[config.mk]
export PLATFORM = sky130hd
export DESIGN_NAME = univ_shift_reg
export DESIGN_NICKNAME = d
export VERILOG_FILES = /design/src/rtl/seqlogic_pkg.sv /design/src/rtl/usr_stage.sv /design/src/rtl/univ_shift_reg.sv
export SDC_FILE = /design/constraint.sdc
export NUM_CORES = 1
export LEC_CHECK = 0
export ABC_AREA = 1
export ABC_CLOCK_PERIOD_IN_PS = 1600
export BUFFER_PORTS_ARGS = -buffer_cell sky130_fd_sc_hd__buf_2
export CAP_MARGIN = 20
export CORE_AREA = 2 2 110 80
export CTS_CLUSTER_DIAMETER = 100
export DETAILED_ROUTE_END_ITERATION = 16
export DIE_AREA = 0 0 112 82
export SLEW_MARGIN = 30
export SYNTH_ARGS = -nofsm -noshare
export SYNTH_HDL_FRONTEND = slang
export SYNTH_SLANG_ARGS = --single-unit
[constraint.sdc]
create_clock -name clk -period 1.6 [get_ports clk]
set_input_delay 0.32 -clock clk [delete_from_list [all_inputs] [get_ports clk]]
set_output_delay 0.32 -clock clk [all_outputs]
set_load 0.02 [all_outputs]
[src/rtl/seqlogic_pkg.sv]
// Shared types and helpers for the sequential datapath cells.
package seqlogic_pkg;

  localparam int unsigned MODE_W = 3;

  typedef enum logic [MODE_W-1:0] {
    HOLD     = 3'd0,
    SHIFT_UP = 3'd1,
    SHIFT_DN = 3'd2,
    ROT_UP   = 3'd3,
    ROT_DN   = 3'd4,
    LOAD     = 3'd5
  } shift_mode_t;

  typedef enum logic [1:0] {
    SEL_SELF = 2'd0,
    SEL_LO   = 2'd1,
    SEL_HI   = 2'd2,
    SEL_PAR  = 2'd3
  } stage_sel_t;

  function automatic int unsigned fill_cnt_w(input int unsigned depth);
    return $clog2(depth + 1);
  endfunction

endpackage

[src/rtl/usr_stage.sv]
// One WIDTH-bit stage: async reset, sync clear/preset, 4:1 next-value mux.
module usr_stage
  import seqlogic_pkg::*;
#(
  parameter int unsigned      WIDTH      = 8,
  parameter logic [WIDTH-1:0] RESET_VAL  = '0,
  parameter logic [WIDTH-1:0] PRESET_VAL = '1
) (
  input  logic             clk,
  input  logic             rst,
  input  logic             sclr,
  input  logic             spst,
  input  stage_sel_t       sel,
  input  logic [WIDTH-1:0] lo_in,
  input  logic [WIDTH-1:0] hi_in,
  input  logic [WIDTH-1:0] par_in,
  output logic [WIDTH-1:0] data_out
);

  logic [WIDTH-1:0] data_d, data_q;

  always_comb begin
    data_d = data_q;
    if (sclr) begin
      data_d = '0;
    end else if (spst) begin
      data_d = PRESET_VAL;
    end else begin
      unique case (sel)
        SEL_LO:  data_d = lo_in;
        SEL_HI:  data_d = hi_in;
        SEL_PAR: data_d = par_in;
        default: data_d = data_q;
      endcase
    end
  end

  always_ff @(posedge clk or posedge rst) begin
    if (rst) data_q <= RESET_VAL;
    else     data_q <= data_d;
  end

  assign data_out = data_q;

endmodule

[src/rtl/univ_shift_reg.sv]
// Universal shift register: DEPTH x WIDTH stages with shift/rotate/load
// modes and a saturating fill level.
module univ_shift_reg
  import seqlogic_pkg::*;
#(
  parameter int unsigned      WIDTH      = 8,
  parameter int unsigned      DEPTH      = 4,
  parameter logic [WIDTH-1:0] RESET_VAL  = '0,
  parameter logic [WIDTH-1:0] PRESET_VAL = '1
) (
  input  logic                          clk,
  input  logic                          rst,
  input  logic                          en,
  input  logic                          sclr,
  input  logic                          spst,
  input  logic [MODE_W-1:0]             mode,
  input  logic [WIDTH-1:0]              ser_in_lo,
  input  logic [WIDTH-1:0]              ser_in_hi,
  input  logic [WIDTH*DEPTH-1:0]        par_in,
  output logic [WIDTH*DEPTH-1:0]        par_out,
  output logic [WIDTH-1:0]              ser_out_lo,
  output logic [WIDTH-1:0]              ser_out_hi,
  output logic [fill_cnt_w(DEPTH)-1:0]  fill_cnt,
  output logic                          full
);

  localparam int unsigned        FW      = fill_cnt_w(DEPTH);
  localparam logic [FW-1:0]      DEPTH_C = FW'(DEPTH);

  logic [WIDTH-1:0] stage [DEPTH];
  stage_sel_t       sel;
  logic [FW-1:0]    fill_d, fill_q;

  // One select drives every stage; edge stages differ only in which
  // neighbour value (serial input or wrap-around) feeds the mux.
  always_comb begin
    sel = SEL_SELF;
    if (en) begin
      case (mode)
        SHIFT_UP, ROT_UP: sel = SEL_LO;
        SHIFT_DN, ROT_DN: sel = SEL_HI;
        LOAD:             sel = SEL_PAR;
        default:          sel = SEL_SELF;
      endcase
    end
  end

  for (genvar i = 0; i < DEPTH; i++) begin : g_stage
    logic [WIDTH-1:0] lo_in, hi_in;

    if (i == 0) begin : g_lo_edge
      assign lo_in = (mode == ROT_UP) ? stage[DEPTH-1] : ser_in_lo;
    end else begin : g_lo_mid
      assign lo_in = stage[i-1];
    end

    if (i == DEPTH - 1) begin : g_hi_edge
      assign hi_in = (mode == ROT_DN) ? stage[0] : ser_in_hi;
    end else begin : g_hi_mid
      assign hi_in = stage[i+1];
    end

    usr_stage #(
      .WIDTH      (WIDTH),
      .RESET_VAL  (RESET_VAL),
      .PRESET_VAL (PRESET_VAL)
    ) u_stage (
      .clk      (clk),
      .rst      (rst),
      .sclr     (sclr),
      .spst     (spst),
      .sel      (sel),
      .lo_in    (lo_in),
      .hi_in    (hi_in),
      .par_in   (par_in[i*WIDTH +: WIDTH]),
      .data_out (stage[i])
    );

    assign par_out[i*WIDTH +: WIDTH] = stage[i];
  end

  always_comb begin
    fill_d = fill_q;
    if (sclr) begin
      fill_d = '0;
    end else if (spst) begin
      fill_d = DEPTH_C;
    end else if (en) begin
      case (mode)
        SHIFT_UP, SHIFT_DN: if (fill_q != DEPTH_C) fill_d = fill_q + 1'b1;
        LOAD:               fill_d = DEPTH_C;
        default:            fill_d = fill_q;
      endcase
    end
  end

  always_ff @(posedge clk or posedge rst) begin
    if (rst) fill_q <= '0;
    else     fill_q <= fill_d;
  end

  assign ser_out_lo = stage[0];
  assign ser_out_hi = stage[DEPTH-1];
  assign fill_cnt   = fill_q;
  assign full       = (fill_q == DEPTH_C);

endmodule

==> results.md <==
* Pint at 1.90 mW
* Worst Setup End Kind: output port
* Outcome: finished, final reports clean
* Antenna viol nets, final at 0
* Share of Yosys cell area claimed by the top area cell type at 31.4%
* Seq/Total Area, Yosys at 31.4%
* R2R Path End: fill_cnt[2]
* Ys flop type: dfrtp_1
* CTS tree: built
* Yosys Warn Count at 0
* Worst-case clock skew at 0.00641 ns
* Critical path's largest stage delay at 0.38 ns
* GRT Residual Overflow at 0
* Syn Nets at 522
* DR WL/cell at 14.0 um
* Max frequency at 675 MHz
* Initial Util at 34.0%
* Worst VDD drop at 402 uV
* Share of layout cells above drive strength 1 at 25.3%
* Most frequent cells in the layout: 162 x nand2_1, 107 x buf_2, 63 x inv_1
* Ant. Diodes at 0
* Final HPWL DP at 6.58 mm
* Net Sw Frac at 35.9%
* CP bufs+invs at 3
* Gate power share at 30.1%
* CTS buffer count at 5
* Die X at 112 um
* Final WL at 9.14 mm
* Critical path launch point type: register
* Final setup violation count at 0
* CP Data Arrival Time at 1.16 ns
* Final Hold Vio Count at 0
* 1st-iter DRT viols at 225
* Area leader, netlist: dfrtp_1
* Die height at 82 um
* # Max-Cap Violations at 0
* Root buffer cell: clkbuf_16
* DRT Pass-1 Iters at 4
* Fill count at 921
* CTS clk-pin slew, worst paths at 0.06 ns
* Count of input and output buffers at 107
* Post-synth ARST share at 100%
* Clk_lat worst skew at 0.28 ns
* Tcrit/Tclk final at 92.6%
* Switching power at 1.07 mW
* Worst Setup Path Type: reg2out
* Total I/O pin count at 108
* Unrepaired setup endpoints after global routing: no
* Yosys cell types at 22
* P&R area growth vs syn at 25.1%
* Register bit total from synthesis at 35
* Crit-path leading delay family: flip-flops
* Leakage at 2.08 nW
* Pwr Density at 850 nW/um^2
* CP max FO at 3
* Synth area leaders: dfrtp_1 31%, nand2_1 22%, inv_1 8.6%
* Clock power frac at 32.7%
* Commonest non-fill, non-tap cell in the layout: nand2_1
* Overall die area at 9180 um^2
* Hold Crit Class: in2async
* Drt via density at 4.91
* Number of remaining DRC errors at 0
* Sum Neg Setup Slack at 0 ns
* GPL Wtd Cong at 0.870
* Antenna violations before repair at 0
* Global-route wire length before repair at 14.6 mm
* Synth Instances at 464
* Maximum root-to-sink buffer count at 2
* Tmin final at 1.48 ns
* Number of H-tree levels at 2
* Slew headroom at 62.0%
* Least-Margin Pin Slew at 0.568 ns
* R2r setup slk at 0.32 ns
* Worst reg2reg path startpoint: fill_cnt[0]
* CP Data Required Time at 1.28 ns
* Syn avg cell area at 6.01 um^2
* Core Footprint at 8200 um^2
* Worst-path cell chain: inv_2 -> ha_1 -> nand2_1 -> inv_1 -> buf_2
* Largest net degree at the start of global routing at 36
* Sequential Power Share at 37.2%
* Number of global-route vias before repair at 2903
* CTS Sinks at 35
* Hold WS at 0.161 ns
* Row cnt at 28
* CTS Hold Buffers Added at 0
* Slowest-stage cell, CP: dfrtp_1
* Fin. max-slew vios at 0
* Vias at 3215
* Nets@finish at 608
* GRT Util Overall at 20.0%
* Worst reg2reg path depth at 8
* Mapped cell area at 2790 um^2
* EDFF count, synth at 0
## cells by family (layout without fill, tap and decap cells)
group                      Yosys count  after routing  share of synthesized area [%]
and+or+nand+nor                    281            281                           42.2
buffers and inverters              109            195                           18.4
AOI/OAI and AO/OA                   36             36                           6.77
DFF                                 35             35                           31.4
adders and majority gates            2              2                          0.897
xor gates and xnor gates             1              1                          0.314
## Yosys cell counts, types with 3 or more instances
master      n
nand2_1   162
dfrtp_1    35
clkbuf_1    8
buf_2       9
a21oi_1     8
nand4_1    25
nor2_1     58
inv_2       4
inv_1      64
o21ai_0    24
buf_4      19
nand2_2     3
nand3_1    30
buf_6       3
## per-layer routing
metal | vias up | share of wire (%) | track usage (%)
li1 | 1589 | - | -
met1 | 1484 | 47 | 27.9
met2 | 138 | 45 | 33.0
met3 | 4 | 8.1 | 4.21
met4 | 0 | 0.37 | 2.93
met5 | - | 0 | 0
## through the flow
step                      std cells  util [%]  instance area [um^2]  setup WS, ns  power [mW]
after floorplan                 464         -                  2790         0.301        1.71
after global placement          648      40.8                  3350        0.0640        2.01
after detailed placement        648      40.8                  3350        0.0167        2.01
after CTS                       655      42.6                  3490        0.0829        2.99
after global routing            655      42.6                  3490        0.0267        3.13
final                           655      42.6                  3490         0.118        2.97
## final cells by class
| class | count | area, um^2 | area share [%] |
|---|---|---|---|
| repair buffers | 120 | 683 | 19.6 |
| clock inverters | 1 | 5.00 | 0.143 |
| multi-input cells | 320 | 1400 | 40.1 |
| well taps | 105 | 131 | 3.76 |
| clock buffers | 6 | 139 | 3.98 |
| inverters | 68 | 255 | 7.31 |
| flip-flops and latches | 35 | 876 | 25.1 |
## power by group through the flow
| stage | Clock (mW) | Sequential, mW | Combinational (mW) |
|---|---|---|---|
| after global routing | 1.02 | 1.12 | 0.994 |
| after floorplan | 0 | 1.19 | 0.513 |
| after global placement | 0 | 1.11 | 0.894 |
| after detailed placement | 0 | 1.12 | 0.898 |
| after CTS | 0.988 | 1.10 | 0.902 |
| final | 0.971 | 1.10 | 0.893 |
## worst max-delay path by stage
stage                startpoint                        endpoint  cells past startpoint
global placement           spst  g_stage[3].u_stage.data_out[2]                      6
CTS                 fill_cnt[0]                            full                      5
global route        fill_cnt[1]                            full                      5
detailed placement      mode[2]  g_stage[1].u_stage.data_out[5]                      9
finish              fill_cnt[0]                            full                      5
floorplan           fill_cnt[0]                     fill_cnt[2]                      8
## worst reg2reg max path: cells and delay by family, from the launching register on
kind | cells | cell delay [ns]
buffers and inverters | 1 | 0.08
flip-flops | 1 | 0.40
AO/OA/AOI/OAI | 1 | 0.18
adder cells (fa/ha/maj) | 1 | 0.14
AND/OR/NAND/NOR | 5 | 0.36
## state kept, by name, indices dropped and copies added (netlist names)
register                  flops
fill_cnt                      3
g_stage.u_stage.data_out     32
## timing repair
action / 4_1_cts / 5_1_grt
endpoints found under the setup margin: 0 / 1
resized for setup: 0 / 1
buffers inserted: 0 / 0
(Power assumes the default switching activity.)
